$ cat src/rtl/fifo_wr_arbiter_pkg.sv
// Shared definitions for the FIFO write arbiter and related schedulers.
// Burst locking is enabled by defining FIFO_ARB_BURST_EN.
package fifo_arb_pkg;

  localparam int DEFAULT_N = 4;
  localparam int DEFAULT_B = 8;

  typedef enum logic {
    IDLE  = 1'b0,
    BURST = 1'b1
  } arb_state_t;

  // Width needed to index 'value' items; never less than one bit.
  function automatic int clog2(input int value);
    int w;
    w = 1;
    for (int i = 1; i < 31; i++) begin
      if ((1 << i) < value) w = i + 1;
    end
    return w;
  endfunction

endpackage

$ cat src/rtl/fifo_wr_arbiter_if.sv
// Producer/FIFO-side bundle of the write arbiter; the arbiter uses the slave modport.
interface fifo_wr_arbiter_if
  import fifo_arb_pkg::*;
#(
  parameter int N = DEFAULT_N,
  parameter int B = DEFAULT_B
);

  localparam int IDW = clog2(N);

  logic [N-1:0]   req;
  logic [N*B-1:0] req_data;
  logic [N-1:0]   ack;
  logic           fifo_full;
  logic           fifo_wr;
  logic [B-1:0]   fifo_wdata;
  logic [IDW-1:0] grant_id;

  modport master (
    output req, req_data, fifo_full,
    input  ack, fifo_wr, fifo_wdata, grant_id
  );

  modport slave (
    input  req, req_data, fifo_full,
    output ack, fifo_wr, fifo_wdata, grant_id
  );

endinterface

$ cat src/rtl/fifo_wr_arbiter_rr_pick.sv
// Combinational round-robin picker: first set request at or after ptr, wrapping modulo N.
module rr_pick
  import fifo_arb_pkg::*;
#(
  parameter int N   = DEFAULT_N,
  parameter int IDW = clog2(N)
) (
  input  logic [N-1:0]   req,
  input  logic [IDW-1:0] ptr,
  output logic           valid,
  output logic [IDW-1:0] idx
);

  logic [N-1:0] rotated;
  int           pos;
  int           sum;

  always_comb begin
    // Rotate so ptr lands at bit 0, pick the lowest set bit, then rotate the index back.
    rotated = N'({req, req} >> ptr);
    valid   = |rotated;
    pos     = 0;
    for (int k = N - 1; k >= 0; k--) begin
      if (rotated[k]) pos = k;
    end
    sum = pos + int'(ptr);
    if (sum >= N) sum = sum - N;
    idx = IDW'(sum);
  end

endmodule

$ cat src/rtl/fifo_wr_arbiter.sv
// Round-robin write arbiter sharing one FIFO write port among N producers.
// Define FIFO_ARB_BURST_EN to let a granted producer keep the port for up to MAX_BURST words.
module fifo_wr_arbiter
  import fifo_arb_pkg::*;
#(
  parameter int N         = DEFAULT_N,
  parameter int B         = DEFAULT_B,
  parameter int MAX_BURST = 4
) (
  input logic             clk,
  input logic             rst,
  fifo_wr_arbiter_if.slave bus
);

  localparam int IDW = clog2(N);

  if (N < 2 || MAX_BURST < 1) begin : g_param_check
    $error("fifo_wr_arbiter: N must be >= 2 and MAX_BURST >= 1");
  end

  function automatic logic [IDW-1:0] next_idx(input logic [IDW-1:0] i);
    if (int'(i) >= N - 1) return '0;
    return i + 1'b1;
  endfunction

  logic [IDW-1:0] rr_ptr;
  logic [IDW-1:0] pick_ptr;
  logic           pick_valid;
  logic [IDW-1:0] pick_idx;
  logic           cand_valid;
  logic [IDW-1:0] cand_idx;
  logic           accept;

  rr_pick #(.N(N), .IDW(IDW)) u_pick (
    .req   (bus.req),
    .ptr   (pick_ptr),
    .valid (pick_valid),
    .idx   (pick_idx)
  );

  // Outputs stay quiet throughout reset even if producers are requesting.
  assign accept = cand_valid & ~bus.fifo_full & ~rst;

`ifdef FIFO_ARB_BURST_EN
  localparam int CW = clog2(MAX_BURST + 1);

  arb_state_t     state, state_next;
  logic [IDW-1:0] lock_id, lock_next;
  logic [IDW-1:0] ptr_next;
  logic [CW-1:0]  burst_cnt, cnt_next;
  logic           hold_lock;

  // A dropped lock request hands the port straight back to round-robin after the lock owner.
  always_comb begin
    pick_ptr  = rr_ptr;
    hold_lock = 1'b0;
    if (state == BURST) begin
      if (bus.req[lock_id]) hold_lock = 1'b1;
      else                  pick_ptr  = next_idx(lock_id);
    end
    cand_valid = hold_lock | pick_valid;
    cand_idx   = hold_lock ? lock_id : pick_idx;
  end

  always_comb begin
    state_next = state;
    lock_next  = lock_id;
    cnt_next   = burst_cnt;
    ptr_next   = rr_ptr;
    if (hold_lock) begin
      if (accept) begin
        if (int'(burst_cnt) + 1 >= MAX_BURST) begin
          state_next = IDLE;
          cnt_next   = '0;
          ptr_next   = next_idx(lock_id);
        end else begin
          cnt_next = burst_cnt + 1'b1;
        end
      end
    end else begin
      if (state == BURST) begin
        state_next = IDLE;
        cnt_next   = '0;
        ptr_next   = next_idx(lock_id);
      end
      if (accept) begin
        ptr_next = next_idx(cand_idx);
        if (MAX_BURST > 1) begin
          state_next = BURST;
          lock_next  = cand_idx;
          cnt_next   = CW'(1);
        end
      end
    end
  end

  always_ff @(posedge clk or posedge rst) begin
    if (rst) begin
      state     <= IDLE;
      lock_id   <= '0;
      burst_cnt <= '0;
      rr_ptr    <= '0;
    end else begin
      state     <= state_next;
      lock_id   <= lock_next;
      burst_cnt <= cnt_next;
      rr_ptr    <= ptr_next;
    end
  end
`else
  assign pick_ptr   = rr_ptr;
  assign cand_valid = pick_valid;
  assign cand_idx   = pick_idx;

  always_ff @(posedge clk or posedge rst) begin
    if (rst)         rr_ptr <= '0;
    else if (accept) rr_ptr <= next_idx(cand_idx);
  end
`endif

  always_comb begin
    bus.ack        = '0;
    bus.fifo_wdata = '0;
    bus.grant_id   = '0;
    if (accept) begin
      bus.ack[cand_idx] = 1'b1;
      bus.fifo_wdata    = bus.req_data[cand_idx*B +: B];
      bus.grant_id      = cand_idx;
    end
  end

  assign bus.fifo_wr = accept;

endmodule
$ cat src/flat_wrapper.sv
// flat-port wrapper written by rule: the top's interface ports become plain ports
module fifo_wr_arbiter_flat import fifo_arb_pkg::*;
#(
  parameter int N         = DEFAULT_N,
  parameter int B         = DEFAULT_B,
  parameter int MAX_BURST = 4
)
  (clk, rst, bus_req, bus_req_data, bus_fifo_full, bus_ack, bus_fifo_wr, bus_fifo_wdata, bus_grant_id);
  fifo_wr_arbiter_if #(.N(N), .B(B)) bus_i ();
  input logic clk;
  input logic rst;
  input wire logic [$bits(bus_i.req)-1:0] bus_req;
  input wire logic [$bits(bus_i.req_data)-1:0] bus_req_data;
  input wire logic [$bits(bus_i.fifo_full)-1:0] bus_fifo_full;
  output wire logic [$bits(bus_i.ack)-1:0] bus_ack;
  output wire logic [$bits(bus_i.fifo_wr)-1:0] bus_fifo_wr;
  output wire logic [$bits(bus_i.fifo_wdata)-1:0] bus_fifo_wdata;
  output wire logic [$bits(bus_i.grant_id)-1:0] bus_grant_id;
  assign bus_i.req = bus_req;
  assign bus_i.req_data = bus_req_data;
  assign bus_i.fifo_full = bus_fifo_full;
  assign bus_ack = bus_i.ack;
  assign bus_fifo_wr = bus_i.fifo_wr;
  assign bus_fifo_wdata = bus_i.fifo_wdata;
  assign bus_grant_id = bus_i.grant_id;
  fifo_wr_arbiter #(.N(N), .B(B), .MAX_BURST(MAX_BURST)) u_core (.clk(clk), .rst(rst), .bus(bus_i));
endmodule
$ cat config.mk
export PLATFORM = sky130hd
export DESIGN_NAME = fifo_wr_arbiter_flat
export DESIGN_NICKNAME = d
export VERILOG_FILES = /design/src/rtl/fifo_wr_arbiter_pkg.sv /design/src/rtl/fifo_wr_arbiter_if.sv /design/src/rtl/fifo_wr_arbiter_rr_pick.sv /design/src/rtl/fifo_wr_arbiter.sv /design/src/flat_wrapper.sv
export SDC_FILE = /design/constraint.sdc
export NUM_CORES = 1
export LEC_CHECK = 0
export ABC_AREA = 1
export BUFFER_PORTS_ARGS = -buffer_cell sky130_fd_sc_hd__buf_2
export CORE_AREA = 2 2 46 48
export DETAILED_ROUTE_END_ITERATION = 7
export DIE_AREA = 0 0 48 50
export PLACE_DENSITY = 0.8
export SYNTH_ARGS = -nofsm -noshare
export SYNTH_HDL_FRONTEND = slang
export SYNTH_SLANG_ARGS = --single-unit
$ cat constraint.sdc
create_clock -name clk -period 3.5 [get_ports clk]
set_clock_uncertainty 0.15 [all_clocks]
set_input_delay 0.7 -clock clk [delete_from_list [all_inputs] [get_ports clk]]
set_output_delay 0.7 -clock clk [all_outputs]
set_load 0.01 [all_outputs]
==> results list <==
- At the pin with the least slew margin, the transition time is 291 ps.
- After detailed routing, the number of remaining DRC violations is 0.
- In this run the worst path has a maximum fanout of 10.
* GPL Wtd Cong: 0.754
* Result of the run: finished clean
- Post-DP HPWL: 1710 um
* Data required time of the worst path: 2650 ps
* H-tree levels: 1
* Total Routed Length: 2090 um
* Final Instance Count excl. Fillers: 212
- Met2 GRT Util: 32.7%
- Count of pins over their slew limit: 0
* Synthesis-to-layout area growth: 45.2%
- For the worst flop-to-flop path, the logic depth is 13.
* Static power due to leakage: 0.668 nW
- In the global route stage, overall resource usage came out at 18.6%.
- Hold Crit Class: primary input to asynchronous set/reset pin
- In this run the horizontal extent of the chip is 48 um.
* Skew-Pair Late Insertion Delay: 220 ps
- The cell area that synthesis handed to floorplanning was 756 um2.
* Synthesis-stage register bit count: 2
- After synthesis, flip-flops and latches occupy 6.62% of the total area.
- Number of antenna violations at the first check in global routing: 0
* Share of layout cells above drive strength 1: 43.2%
- Synthesis produced a netlist whose cell count is 129.
* Share of flip-flops with an asynchronous set or reset after synthesis: 100%
- Worst R2R End: u_core.pick_ptr[0]$_DFFE_PP0P_
* Hold violation total from the final report: 0
- Net count after synthesis: 171
- The startpoint identified for the worst register-to-register timing path is u_core.pick_ptr[1]$_DFFE_PP0P_.
- After synthesis, the cell types taking the most area are sky130_fd_sc_hd__nand2_1 (25%), sky130_fd_sc_hd__mux2i_1 (11%), sky130_fd_sc_hd__nand3_1 (11%).
- Number of ports placed on the die boundary: 54
- Clock period minus worst slack: 3300 ps
- Count leader, synth: sky130_fd_sc_hd__nand2_1
- Across all register-to-register paths, the minimum setup slack is 1100 ps.
- After global routing the overflow that remains totals 0.
- Based on the critical path, the design can be clocked at up to 303 MHz.
* DR vias/cell: 4.80
- For this run, the post-layout net count is 229.
- Library cell with the largest summed area after synthesis: sky130_fd_sc_hd__nand2_1
* Post-Synthesis Mean Instance Area: 5.86 um2
- The die covers 2400 um2.
* Root Buffer: sky130_fd_sc_hd__clkbuf_4
- Core Area: 1900 um2
* Synth top area share: 24.8%
- Unrepaired setup endpoints after global routing: false
- TritonCTS clock tree: yes
- In this run, synthesis inferred 0 flip-flops with an integrated enable.
- For met3 alone, demand over resource in global routing was 1.83%.
- Max transition margin: 80.6%
* Via count: 1017
* Max cap viols: 0
* # clock sinks: 2
* Power per unit of standard cell area: 1130 nW/um2
- Once the floorplan was initialized, standard cells occupied 39.7% of the core.
- In the final routed layout, each cell accounts on average for 9.87 um.
- After floorplanning, the core was divided into 16 placement rows.
- Number of buffers added on ports: 53
* Commonest cells in the netlist: sky130_fd_sc_hd__nand2_1 (50), sky130_fd_sc_hd__nand3_1 (16), sky130_fd_sc_hd__nor2_1 (11)
- The longest clock path from root to sink contains 2 buffers.
- Number of design-rule violations left by the first detailed-router iteration: 17
* Busiest metal layer after global routing: met2
- Final core area utilization: 57.7%
- The first global-routing pass estimated 3440 um of wire.
* Total Power Consumption: 1.25 mW
- Pin count of the biggest net entering global routing: 18
- In this run, distinct cell masters in the synthesized netlist total 23.
* Global routing met1 resource utilization: 23.3%
- Hold buffer count at cts: 0
- Worst-case vdd ir drop: 0.613 mV
- Critical path class: primary input to output pin
- For this run, the detailed router's first-pass iteration total came to 4.
- CTS Buf Count: 3
- Of the available clock period, the critical path in the final layout requires 94.2%.
* Placed cell count: 208
* Antenna diodes: 0
- Via count of the first global-routing pass: 898
- In the synthesized netlist the dominant register cell turns out to be sky130_fd_sc_hd__dfrtp_1.
* Post-route ant nets: 0
* Arrival time of data at the critical path endpoint: 2450 ps
* Flip-flop count of the largest register after layout: 2
* Die extent in y: 50 um
- Launching element type of the critical path: primary input
- Clock slew at reported path FFs: 30 ps
- Yosys printed 0 warnings.
- Number of setup violations in the final report: 0
* Setup crit end kind: output pin
report_power, final:
group          internal, mW  leakage, nW  switching [mW]
clock network        0.0377       0.0138          0.0117
registers            0.0357       0.0237          0.0294
logic                 0.472        0.630           0.658
total                 0.546        0.668           0.699
how the worst max path moves through the flow:
stage / from / endpoint / slack (ps) / cells past startpoint
floorplan: bus_req[1] / bus_ack[3] / 410 / 12
global placement: bus_req[1] / bus_fifo_wdata[3] / -220 / 13
detailed placement: bus_req[1] / bus_fifo_wdata[5] / -350 / 13
CTS: u_core.pick_ptr[0]$_DFFE_PP0P_ / bus_ack[3] / 30 / 15
global route: bus_req[1] / bus_ack[3] / 20 / 15
finish: bus_req[1] / bus_ack[3] / 200 / 15
layout by cell type (no fill, tap or decap), types with 3 or more instances in the layout:
cell type                  synthesis  layout
sky130_fd_sc_hd__buf_4             1       5
sky130_fd_sc_hd__inv_1             7       7
sky130_fd_sc_hd__a21oi_1           7       7
sky130_fd_sc_hd__nor2_1           11      11
sky130_fd_sc_hd__mux2i_1           8       8
sky130_fd_sc_hd__nand2_4           3       3
sky130_fd_sc_hd__buf_2             1      53
sky130_fd_sc_hd__nand3_1          16      16
sky130_fd_sc_hd__clkbuf_4          0       3
sky130_fd_sc_hd__nand2_2           3       3
sky130_fd_sc_hd__nand2_1          50      50
stage by stage:
step	setup TNS (ps)	worst slack (ps)	hold WS, ps	instance area [um2]
after detailed placement	-3040	-353	437	1040
after floorplan	0	410	323	756
final	0	203	208	1100
after global routing	0	17.4	218	1100
after global placement	-1860	-222	430	1040
after CTS	0	26.9	203	1070
final cells by class:
class / instances / area (um2)
inverter: 11 / 55.1
tap: 27 / 33.8
fill: 191 / 805
sequential: 2 / 51.3
clock buffer: 3 / 22.5
timing repair buffer: 58 / 303
multi-input combinational: 111 / 632
layer usage:
metal  vias to the layer above  share of wire [%]  routed length [um]
li1                        527                  -                   -
met1                       437                 42                 876
met2                        53                 50                1050
met3                         0                8.1                 169
met4                         0                  0                   0
met5                         -                  0                   0
critical path: stages:
cell                       delay [ps]
sky130_fd_sc_hd__buf_2            110
sky130_fd_sc_hd__nand2_1           80
sky130_fd_sc_hd__nand3_1          100
sky130_fd_sc_hd__nand2_2          100
sky130_fd_sc_hd__nand3_1           80
sky130_fd_sc_hd__a21boi_2         210
sky130_fd_sc_hd__ha_4             160
sky130_fd_sc_hd__xnor2_2          130
sky130_fd_sc_hd__inv_1            110
sky130_fd_sc_hd__nand2_4          130
sky130_fd_sc_hd__nand2_1          110
sky130_fd_sc_hd__ha_1             190
sky130_fd_sc_hd__inv_1             70
sky130_fd_sc_hd__nor2_1            50
sky130_fd_sc_hd__buf_2            140
repair_timing:
| item | in CTS | in global routing |
|---|---|---|
| pin swaps | 0 | 1 |
| setup buffers | 0 | 1 |
| cloned | 0 | 0 |
| resized for setup | 3 | 4 |
| setup endpoints to repair | 10 | 12 |
logic make-up after synthesis:
| family | Yosys count | share of synthesized area, % |
|---|---|---|
| buffers and inverters | 16 | 12.9 |
| AO/OA/AOI/OAI | 11 | 8.61 |
| AND/OR/NAND/NOR | 88 | 55.1 |
| XOR/XNOR | 1 | 1.16 |
| flip-flops | 2 | 6.62 |
| multiplexers | 8 | 10.6 |
| adder cells (fa/ha/maj) | 3 | 4.97 |
(Power assumes the default switching activity.)
